===== src/rtl/serial_adder_sub_if.sv =====
// rtl/serial_adder_sub_if.sv - start/done handshake and operand/result bundle for serial_adder_sub
interface serial_adder_sub_if #(
  parameter int WIDTH = 8
);
  logic             start;
  logic             sub;
  logic [WIDTH-1:0] a;
  logic [WIDTH-1:0] b;
  logic             cin;
  logic             busy;
  logic             done;
  logic [WIDTH-1:0] sum;
  logic             cout;
  logic             overflow;

  modport master (
    output start, sub, a, b, cin,
    input  busy, done, sum, cout, overflow
  );

  modport slave (
    input  start, sub, a, b, cin,
    output busy, done, sum, cout, overflow
  );
endinterface


===== src/rtl/serial_adder_sub.sv =====
// rtl/serial_adder_sub.sv - digit-serial add/subtract, DIGIT bits per cycle, LSB first
module serial_adder_sub #(
  parameter int WIDTH = 8,
  parameter int DIGIT = 1
) (
  input  logic               clk,
  input  logic               rst,
  serial_adder_sub_if.slave  bus
);

  localparam int N  = WIDTH / DIGIT;
  localparam int CW = (N > 1) ? $clog2(N) : 1;

  if ((DIGIT < 1) || ((WIDTH % DIGIT) != 0)) begin : g_bad_params
    $error("serial_adder_sub: WIDTH must be a positive multiple of DIGIT");
  end

  typedef enum logic [1:0] {IDLE, RUN, DONE} state_t;

  state_t           state;
  logic [WIDTH-1:0] a_sh;
  logic [WIDTH-1:0] b_sh;
  logic [WIDTH-1:0] r_sh;
  logic             carry;
  logic [CW-1:0]    cnt;
  logic             busy_q;
  logic             done_q;
  logic [WIDTH-1:0] sum_q;
  logic             cout_q;
  logic             ovf_q;

  logic [DIGIT-1:0] a_d;
  logic [DIGIT-1:0] b_d;
  logic [DIGIT-1:0] s_d;
  logic             c_d;
  logic             msb_cin;
  logic             last;
  logic [WIDTH-1:0] r_next;

  assign a_d = a_sh[DIGIT-1:0];
  assign b_d = b_sh[DIGIT-1:0];
  assign {c_d, s_d} = {1'b0, a_d} + {1'b0, b_d} + {{DIGIT{1'b0}}, carry};

  // Carry into the digit MSB recovered from its sum bit, so overflow needs no extra adder.
  assign msb_cin = a_d[DIGIT-1] ^ b_d[DIGIT-1] ^ s_d[DIGIT-1];
  assign last    = (cnt == CW'(N - 1));

  if (DIGIT == WIDTH) begin : g_single
    assign r_next = s_d;
  end else begin : g_multi
    assign r_next = {s_d, r_sh[WIDTH-1:DIGIT]};
  end

  always_ff @(posedge clk or posedge rst) begin
    if (rst) begin
      state  <= IDLE;
      a_sh   <= '0;
      b_sh   <= '0;
      r_sh   <= '0;
      carry  <= 1'b0;
      cnt    <= '0;
      busy_q <= 1'b0;
      done_q <= 1'b0;
      sum_q  <= '0;
      cout_q <= 1'b0;
      ovf_q  <= 1'b0;
    end else begin
      case (state)
        IDLE: begin
          if (bus.start) begin
            a_sh   <= bus.a;
            b_sh   <= bus.b ^ {WIDTH{bus.sub}};
            carry  <= bus.cin ^ bus.sub;
            cnt    <= '0;
            busy_q <= 1'b1;
            state  <= RUN;
          end
        end
        RUN: begin
          a_sh  <= a_sh >> DIGIT;
          b_sh  <= b_sh >> DIGIT;
          r_sh  <= r_next;
          carry <= c_d;
          cnt   <= cnt + CW'(1);
          if (last) begin
            sum_q  <= r_next;
            cout_q <= c_d;
            ovf_q  <= msb_cin ^ c_d;
            busy_q <= 1'b0;
            done_q <= 1'b1;
            state  <= DONE;
          end
        end
        DONE: begin
          done_q <= 1'b0;
          state  <= IDLE;
        end
        default: state <= IDLE;
      endcase
    end
  end

  assign bus.busy     = busy_q;
  assign bus.done     = done_q;
  assign bus.sum      = sum_q;
  assign bus.cout     = cout_q;
  assign bus.overflow = ovf_q;

endmodule


===== src/flat_wrapper.sv =====
// flat-port wrapper written by rule: the top's interface ports become plain ports
module serial_adder_sub_flat 
#(
  parameter int WIDTH = 8,
  parameter int DIGIT = 1
)
  (clk, rst, bus_start, bus_sub, bus_a, bus_b, bus_cin, bus_busy, bus_done, bus_sum, bus_cout, bus_overflow);
  serial_adder_sub_if #(.WIDTH(WIDTH)) bus_i ();
  input  logic clk;
  input  logic rst;
  input wire logic [$bits(bus_i.start)-1:0] bus_start;
  input wire logic [$bits(bus_i.sub)-1:0] bus_sub;
  input wire logic [$bits(bus_i.a)-1:0] bus_a;
  input wire logic [$bits(bus_i.b)-1:0] bus_b;
  input wire logic [$bits(bus_i.cin)-1:0] bus_cin;
  output wire logic [$bits(bus_i.busy)-1:0] bus_busy;
  output wire logic [$bits(bus_i.done)-1:0] bus_done;
  output wire logic [$bits(bus_i.sum)-1:0] bus_sum;
  output wire logic [$bits(bus_i.cout)-1:0] bus_cout;
  output wire logic [$bits(bus_i.overflow)-1:0] bus_overflow;
  assign bus_i.start = bus_start;
  assign bus_i.sub = bus_sub;
  assign bus_i.a = bus_a;
  assign bus_i.b = bus_b;
  assign bus_i.cin = bus_cin;
  assign bus_busy = bus_i.busy;
  assign bus_done = bus_i.done;
  assign bus_sum = bus_i.sum;
  assign bus_cout = bus_i.cout;
  assign bus_overflow = bus_i.overflow;
  serial_adder_sub #(.WIDTH(WIDTH), .DIGIT(DIGIT)) u_core (.clk(clk), .rst(rst), .bus(bus_i));
endmodule

===== config.mk =====
export PLATFORM = sky130hd
export DESIGN_NAME = serial_adder_sub_flat
export DESIGN_NICKNAME = d
export VERILOG_FILES = /design/src/rtl/serial_adder_sub_if.sv /design/src/rtl/serial_adder_sub.sv /design/src/flat_wrapper.sv
export SDC_FILE = /design/constraint.sdc
export NUM_CORES = 1
export LEC_CHECK = 0
export ABC_AREA = 1
export CAP_MARGIN = 20
export CORE_MARGIN = 1
export CORE_UTILIZATION = 56
export DETAILED_ROUTE_END_ITERATION = 16
export GPL_ROUTABILITY_DRIVEN = 0
export PLACE_DENSITY = 0.84
export REMOVE_ABC_BUFFERS = 1
export SLEW_MARGIN = 20
export SYNTH_ARGS = -nofsm -noshare
export SYNTH_HDL_FRONTEND = slang
export SYNTH_SLANG_ARGS = --single-unit
export TNS_END_PERCENT = 10

===== constraint.sdc =====
create_clock -name clk -period 3 [get_ports clk]
set_input_delay 0.3 -clock clk [delete_from_list [all_inputs] [get_ports clk]]
set_output_delay 0.3 -clock clk [all_outputs]
set_load 0.02 [all_outputs]

==> flow_summary.ini, run 1 <==
[run_status]
status = finished, final reports clean

[route]
wl_mm = 3.28
firstDrtPassIters = 4
first_iter_violations = 75
wire_per_inst_um = 11.5
drc = 0
num_vias = 1405
ant_nets = 0
via_per_inst = 4.93

[synth]
synth_edf_count = 0
yosysMostFrequentCell = nand2_1
syn_area_um2 = 1870
synthArstFlopShare = 1.00
ys_ff_latch = 41
synth_ff_type = dfrtp_1
synth.yosys.seq_area_share = 0.550
synthTopCellsByCount = nand2_1 (83), dfrtp_1 (41), nand3_1 (16)
synthDistinctLibCells = 23
yosysWarnings = 0
avgSynthCellArea_um2 = 9.06
synthCells = 206
synth_area_leaders = dfrtp_1 (55%), nand2_1 (17%), nand3_1 (4.3%)
synth_top_area_cell = dfrtp_1
netlist.area_leader.share = 0.550

[clock_tree]
numCtsBuffers = 5
root_buffer = clkbuf_4
clk_latency_ns = 0.36
ctsResizeCount = 0
clk_pin_slew_ns = 0.13
postCtsHoldBufs = 0
htreeDepth = 2
clockBufferDepth = 2
cts_num_sinks = 41
cts_tree = done
post_cts_buffers = 0

[power]
p_per_area_nw_per_um2 = 972
worst_ir_drop_vdd_mv = 0.677
pwr-share-comb = 0.397
p_leak_uw = 0.00111
p_int_uw = 1390
seqPwrFrac = 0.408
power.switching_uw = 843
p_sw_frac = 0.377
pwr-share-clk = 0.195

[critical_path]
path_cells = clkdlybuf4s50_1
r2r_slack_ns = 1.51
reg2reg_from = u_core.b_sh[0]
crit_arrival_ns = 1.36
crit_cells = 1
cpMaxStageDelayCell = clkdlybuf4s50_1
max_stage_delay_ns = 0.61
worstPathMaxFanout = 2
worst-path-buf-inv = 1
path_delay_family = buffers and inverters
crit_end = bus_cout
reg2reg_to = u_core.bus.overflow
cp-startpoint = u_core.bus.cout
crit_path_start_kind = flip-flop
cp.required_ns = 2.70
reg2regPathDepth = 7
end_kind = output port
critPathKind = flip-flop to output port

[cells_and_area]
areaGrowthSynthToFinish_pct = 23.3
antenna_cells = 0
stdcell_area_um2 = 2300
fin_cells = 285
nets = 264
drive_gt1_frac = 0.0996
final_util = 0.742

[placement]
place_hpwl_mm = 2.31
numPortBuffers = 32
placedCellCount = 277
place_ws_ns = 1.44
placedInstanceArea_um2 = 2200

[global_route]
grt_pass1_wl_mm = 5.73
grt_start_max_net_pins = 42
grt_use_total = 0.224
antenna_found_initial = 0
grt-ovfl-total = 0
grt_pass1_vias = 1298

[floorplan]
die_w_um = 59.7
chipHeight_um = 59.7
core_um2 = 3100
initial_utilization = 0.602
io_pins = 33
die_area_um2 = 3570
rows = 20

[job]
drv_cap = 0

[timing]
tns_ns = 0
rsz0062_at_grt = false
finalSetupViolations = 0
hold_violations = 0
slew_headroom = 0.664
worst_slack_ns = 1.34
fmax_mhz = 603
min_period_over_period = 0.552
fin_skew_ns = 0.0138
worstMarginPinSlew_ns = 0.505
drv_slew = 0
min_period_ns = 1.66

[worst_hold_path]
hp-class = primary input to asynchronous set/reset pin
-- metal layers --
metal | GRT usage | wire length, um
met2 | 0.354 | 1580
met3 | 0.0455 | 83
met4 | 0.110 | 70
met5 | 0 | 0
met1 | 0.295 | 1550
-- cell type report --
cell class	instances	area (um^2)
clock buffers	5	37.5
clock inverters	3	65.1
fillers	241	801
inverters	17	66.3
multi-input cells	142	724
flip-flops and latches	41	1030
well taps	44	55.1
repair buffers	33	328
-- stage by stage --
stage / hold WS, ns / power, uW
after floorplan: 0.421 / 1510
after global placement: 0.457 / 1780
after detailed placement: 0.465 / 1820
after CTS: 0.368 / 2260
after global routing: 0.394 / 2420
final: 0.357 / 2240
-- power by group through the flow --
stage	sequential (uW)	combinational (uW)	clock, uW
2_1_floorplan	977	537	0
3_3_place_gp	917	865	0
3_5_place_dp	923	897	0
4_1_cts	914	898	444
5_1_grt	942	1020	467
6_report	914	888	436
-- worst min-delay path by stage --
| stage | from | to |
|---|---|---|
| after floorplan | bus_a[7] | u_core.a_sh[7] |
| after global placement | u_core.cnt[1] | u_core.cnt[1] |
| after detailed placement | u_core.bus.overflow | u_core.bus.overflow |
| after CTS | rst | u_core.bus.overflow |
| after global routing | rst | u_core.bus.done |
| final | rst | u_core.bus.overflow |
-- state kept, by name, indices dropped and copies added (netlist names) --
name	count
u_core.bus.sum	8
u_core.a_sh	8
u_core.bus.overflow	1
u_core.bus.done	1
u_core.cnt	3
u_core.r_sh	7
u_core.bus.cout	1
u_core.bus.busy	1
u_core.b_sh	8
u_core.state	2
u_core.carry	1
-- logic make-up after synthesis --
logic type | synth area share
xor gates and xnor gates | 0.0422
AOI/OAI and AO/OA | 0.0757
DFF | 0.550
buffers and inverters | 0.0623
and+or+nand+nor | 0.246
adders and majority gates | 0.0241
-- cells in the final DEF (no fill, tap or decap) --
master           count
o21ai_2              7
nand2_2              1
nor2_1               5
nand2_1             83
o21ai_0             12
inv_2                3
bufinv_16            2
inv_4                1
ha_1                 2
buf_4                1
fa_1                 1
clkdlybuf4s50_1     32
a21oi_1              1
nor2_4               1
clkinv_2             1
xnor2_1              1
dfrtp_1             41
inv_1               13
o211ai_1             2
nand3_1             16
xor2_1               8
nor2_8               1
nand2_4              1
clkbuf_4             5
-- worst register-to-register path, delay by kind of cell, from the launching register on --
family / cells / cell delay [ns]
adder cells (fa/ha/maj): 1 / 0.51
flip-flops: 1 / 0.45
AND/OR/NAND/NOR: 5 / 0.28
buffers and inverters: 1 / 0.15
No activity file was read; power rests on OpenSTA's default activity.
==> inputs of run 2 (changes only) <==
CORE_UTILIZATION = 47   (was 56)
PLACE_DENSITY = 0.75   (was 0.84)
clock period = 1.35 ns   (was 3 ns; I/O delays follow)
==> run 2 against run 1 <==
  * The run now ends with negative setup slack left
  * Power up 130%
  * Utilization down 9.0 points
  * Cell count up 6.0%
  * Via count up 1.9%
  * Sequential power up 120%
  * Worst setup slack worse by 1.4 ns
  * Critical path depth up 6
  * Register-to-register slack worse by 1.6 ns
  * Routed wire length up 1.4%
  * Sequential share of layout area down 2.5 points
  * Critical endpoint is now u_core.bus.overflow
  * Largest power group is now combinational logic
  * Highest routed layer unchanged
==> flow_summary.ini, run 2 (synthesized netlist as in run 1, its figures left out) <==
[run_status]
status = finished, violations left
violations = negative setup slack

[critical_path]
end_kind = flip-flop
path_cells = fa_1 -> inv_2 -> nand2_1 -> nand2_1 -> nand2_1 -> nand3_1 -> nand2_1
worst-path-buf-inv = 1
crit_path_start_kind = flip-flop
cp.required_ns = 1.54
cpMostUsedCell = nand2_1
worstPathMaxFanout = 4
max_stage_delay_ns = 0.54
cpMaxStageDelayCell = fa_1
crit_arrival_ns = 1.58
critPathKind = flip-flop to flip-flop
path_delay_family = adder cells

[timing]
min_period_ns = 1.40
min_period_over_period = 1.04
worst_slack_ns = -0.0488
fin_skew_ns = 0.00756
fmax_mhz = 715
hold_violations = 0
whs_ns = 0.201
rsz0062_at_grt = true
drv_slew = 0
worstMarginPinSlew_ns = 0.259
slew_headroom = 0.827
tns_ns = -0.0679
finalSetupViolations = 2

[floorplan]
die_area_um2 = 4230
chipHeight_um = 65.0
core_um2 = 3740
rows = 22
initial_utilization = 0.499
die_w_um = 65.0
io_pins = 33

[power]
worst_ir_drop_vdd_mv = 1.02
power.total_uw = 5190
p_per_area_nw_per_um2 = 2120
p_leak_uw = 0.00122

[clock_tree]
post_cts_buffers = 0
cts_tree = done
htreeDepth = 2
clk_pin_slew_ns = 0.08
clk_latency_ns = 0.29
root_buffer = clkbuf_8
clockBufferDepth = 2
postCtsHoldBufs = 0
numCtsBuffers = 5
cts_num_sinks = 41

[global_route]
grt_pass1_vias = 1325
grt_use_total = 0.188
grt_start_max_net_pins = 42
antenna_found_initial = 0
grt-ovfl-total = 0
grt_pass1_wl_mm = 5.89

[route]
via_per_inst = 4.74
wire_per_inst_um = 11.0
ant_nets = 0
firstDrtPassIters = 4
wl_mm = 3.32
first_iter_violations = 101
drc = 0
num_vias = 1432

[worst_hold_path]
hp-class = primary input to asynchronous set/reset pin

[cells_and_area]
multi_input_area_um2 = 727
areaGrowthSynthToFinish_pct = 30.8
nets = 277
final_cell_mix = nand2_1 (83), dfrtp_1 (41), clkdlybuf4s50_1 (20), nand3_1 (16)
drive_gt1_frac = 0.154
layout_commonest_cell = nand2_1
antenna_cells = 0
final_util = 0.652
fillCellCount = 336
stdcell_area_um2 = 2440
seqCellArea_um2 = 1030

[placement]
place_hpwl_mm = 2.40
numPortBuffers = 32
placedInstanceArea_um2 = 2330

[job]
drv_cap = 0
-- run 2: metrics by stage --
stage / setup WS, ns / std cells
final: -0.0488 / 302
after global routing: -0.125 / 302
after CTS: -0.0628 / 302
after detailed placement: -0.0684 / 294
after global placement: -0.0264 / 294
after floorplan: -0.0309 / 200
-- run 2: power by group --
group / internal (uW) / leakage, uW / switching [uW]
registers: 1730 / 0.000522 / 280
clock network: 603 / 0.0000585 / 390
logic: 936 / 0.000635 / 1240
-- run 2: area by class of cell --
class | count | share of cell area
repair buffers | 46 | 0.178
inverters | 17 | 0.0313
well taps | 48 | 0.0246
flip-flops and latches | 41 | 0.420
clock buffers | 7 | 0.0354
multi-input cells | 142 | 0.298
clock inverters | 1 | 0.0123
-- run 2: worst reg2reg max path: stages (launching register included) --
cell and delay, ns:
dfrtp_1 0.40, fa_1 0.54, inv_2 0.10, nand2_1 0.05
nand2_1 0.05, nand2_1 0.04, nand3_1 0.07, nand2_1 0.05
-- run 2: repair_timing --
item / 4_1_cts / 5_1_grt
gates resized for setup: 15 / 3
pin swaps: 0 / 2
endpoints found under the setup margin: 23 / 10
-- run 2: layer usage --
metal,wire (um),global-route usage,part of all wire
met5,0,0,0
met4,25,0.0897,0.0075
met3,99,0.0475,0.030
met2,1680,0.297,0.51
met1,1510,0.240,0.46
-- run 2: worst paths after layout --
path                                   start                   to  slack, ns  cells past startpoint
setup / recovery                u_core.carry  u_core.bus.overflow      -0.05                      7
setup reg to reg                u_core.carry  u_core.bus.overflow      -0.05                      7
hold reg to reg            u_core.bus.sum[7]    u_core.bus.sum[7]       0.48                      2
max in group asynchronous                rst       u_core.b_sh[7]       0.95                      3
hold / removal                           rst    u_core.bus.sum[2]       0.20                      3
min in group clk                    bus_a[5]       u_core.a_sh[5]       0.42                      3
==> inputs of run 3 (changes only) <==
CAP_MARGIN = 40   (was 20)
PLACE_DENSITY = 0.82   (was 0.75)
==> run 3 against run 2 <==
  * The run still ends with negative setup slack left
  * Critical path depth is the same
  * Combinational power down 2%
  * Worst hold slack lost 0.011 ns
  * Sequential power hardly changed
  * Via count increased by 0.35%
  * Clock power shrank 22%
  * Routed wire length rose by 3.3%
  * Die area did not move
  * Final area decreased by 2.2%
  * Utilization shrank 1.4 points
  * Cell count down 0.33%
  * Clock skew fell by 0.0023 ns
  * Critical endpoint unchanged
==> flow_summary.ini, run 3 (synthesized netlist as in run 1, its figures left out) <==
[timing]
min_period_ns = 1.39
drv_slew = 0
fin_skew_ns = 0.00527
tns_ns = -0.0542
rsz0062_at_grt = true
worstMarginPinSlew_ns = 0.296
min_period_over_period = 1.03
fmax_mhz = 720
whs_ns = 0.190
slew_headroom = 0.802
worst_slack_ns = -0.0384
hold_violations = 0
finalSetupViolations = 2

[cells_and_area]
areaGrowthSynthToFinish_pct = 27.9
fillCellCount = 312
stdcell_area_um2 = 2390
antenna_cells = 0
drive_gt1_frac = 0.158
layout_commonest_cell = nand2_1
nets = 276
final_cell_mix = nand2_1 (83), dfrtp_1 (41), clkdlybuf4s50_1 (20), nand3_1 (16)

[critical_path]
reg2regPathDepth = 7
cp-startpoint = u_core.carry
critPathKind = flip-flop to flip-flop
cpMaxStageDelayCell = fa_2
r2r_slack_ns = -0.04
path_cells = fa_2 -> inv_2 -> nand2_1 -> nand2_1 -> nand2_1 -> nand3_1 -> nand2_1
crit_arrival_ns = 1.63
cpMostUsedCell = nand2_1
reg2reg_from = u_core.carry
cp.required_ns = 1.59
crit_path_start_kind = flip-flop
crit_end = u_core.bus.overflow
reg2reg_to = u_core.bus.overflow
end_kind = flip-flop
worstPathMaxFanout = 4
max_stage_delay_ns = 0.60

[route]
wl_mm = 3.43
first_iter_violations = 99
via_per_inst = 4.77
ant_nets = 0
wire_per_inst_um = 11.4
num_vias = 1437
firstDrtPassIters = 4
drc = 0

[global_route]
grt_start_max_net_pins = 42
grt_use_total = 0.191
grt_pass1_wl_mm = 5.91
grt-ovfl-total = 0
grt_pass1_vias = 1334
antenna_found_initial = 0

[floorplan]
die_area_um2 = 4230
io_pins = 33
rows = 22
initial_utilization = 0.499
core_um2 = 3740
die_w_um = 65.0
chipHeight_um = 65.0

[worst_hold_path]
hp-class = primary input to asynchronous set/reset pin

[power]
power.total_uw = 4940
p_per_area_nw_per_um2 = 2070
p_leak_uw = 0.00119
worst_ir_drop_vdd_mv = 1.02

[clock_tree]
clk_pin_slew_ns = 0.08
htreeDepth = 2
root_buffer = clkbuf_8
cts_tree = done
numCtsBuffers = 5
cts_num_sinks = 41
clockBufferDepth = 2
clk_latency_ns = 0.29

[placement]
placedInstanceArea_um2 = 2310
place_hpwl_mm = 2.42
numPortBuffers = 32

[run_status]
violations = negative setup slack
status = finished, violations left

[job]
drv_cap = 0
run 3: cell count changes in the layout (fill, tap and decap cells not counted), sizes merged:
cell | before | now
buf | 14 | 13
bufinv | 1 | 0
clkbuf | 7 | 5
clkinv | 1 | 2
clkinvlp | 0 | 1
inv | 16 | 17
run 3: final cells by class:
| class | instances | area [um^2] | share of cell area |
|---|---|---|---|
| flip-flops and latches | 41 | 1030 | 0.430 |
| clock inverters | 3 | 17.5 | 0.00733 |
| multi-input cells | 142 | 729 | 0.305 |
| well taps | 48 | 60.1 | 0.0251 |
| clock buffers | 5 | 68.8 | 0.0288 |
| repair buffers | 45 | 415 | 0.174 |
| inverters | 17 | 71.3 | 0.0299 |
run 3: critical path: cells and delay by family, from the launching register on:
| family | cells | cell delay [ns] |
|---|---|---|
| adders and majority gates | 1 | 0.60 |
| buffers and inverters | 1 | 0.05 |
| and+or+nand+nor | 5 | 0.28 |
| DFF | 1 | 0.41 |
run 3: how the worst min path moves through the flow:
stage | start | end | slack (ns) | depth (start not counted)
5_1_grt | rst | u_core.bus.sum[6] | 0.23 | 3
3_5_place_dp | u_core.bus.sum[1] | u_core.bus.sum[1] | 0.47 | 2
3_3_place_gp | u_core.r_sh[1] | u_core.bus.sum[0] | 0.46 | 2
6_report | rst | u_core.b_sh[3] | 0.19 | 3
2_1_floorplan | bus_a[7] | u_core.a_sh[7] | 0.26 | 2
4_1_cts | rst | u_core.bus.overflow | 0.20 | 3
run 3: layer usage:
metal | up-vias | wire (um) | part of all wire | GRT usage
met1 | 664 | 1520 | 0.44 | 0.235
met2 | 29 | 1690 | 0.49 | 0.303
met5 | - | 0 | 0 | 0
li1 | 737 | - | - | -
met3 | 7 | 146 | 0.043 | 0.0563
met4 | 0 | 80 | 0.023 | 0.101
run 3: through the flow:
stage / worst slack [ns] / cells / util
floorplan: -0.0309 / 200 / -
global route: -0.102 / 301 / 0.638
CTS: -0.0484 / 301 / 0.637
detailed placement: -0.0671 / 293 / 0.616
global placement: -0.0242 / 293 / 0.616
finish: -0.0384 / 301 / 0.638
run 3: timing repair:
action | in CTS | in global routing
cloned | 0 | 0
hold buffers | 0 | 0
buffers inserted | 0 | 0
setup endpoints to repair | 23 | 9
resized for setup | 16 | 2
run 3: where the power goes:
group	internal (uW)	leakage, uW	switching (uW)
clock	356	0.0000439	417
sequential	1730	0.000522	287
combinational	888	0.000622	1260
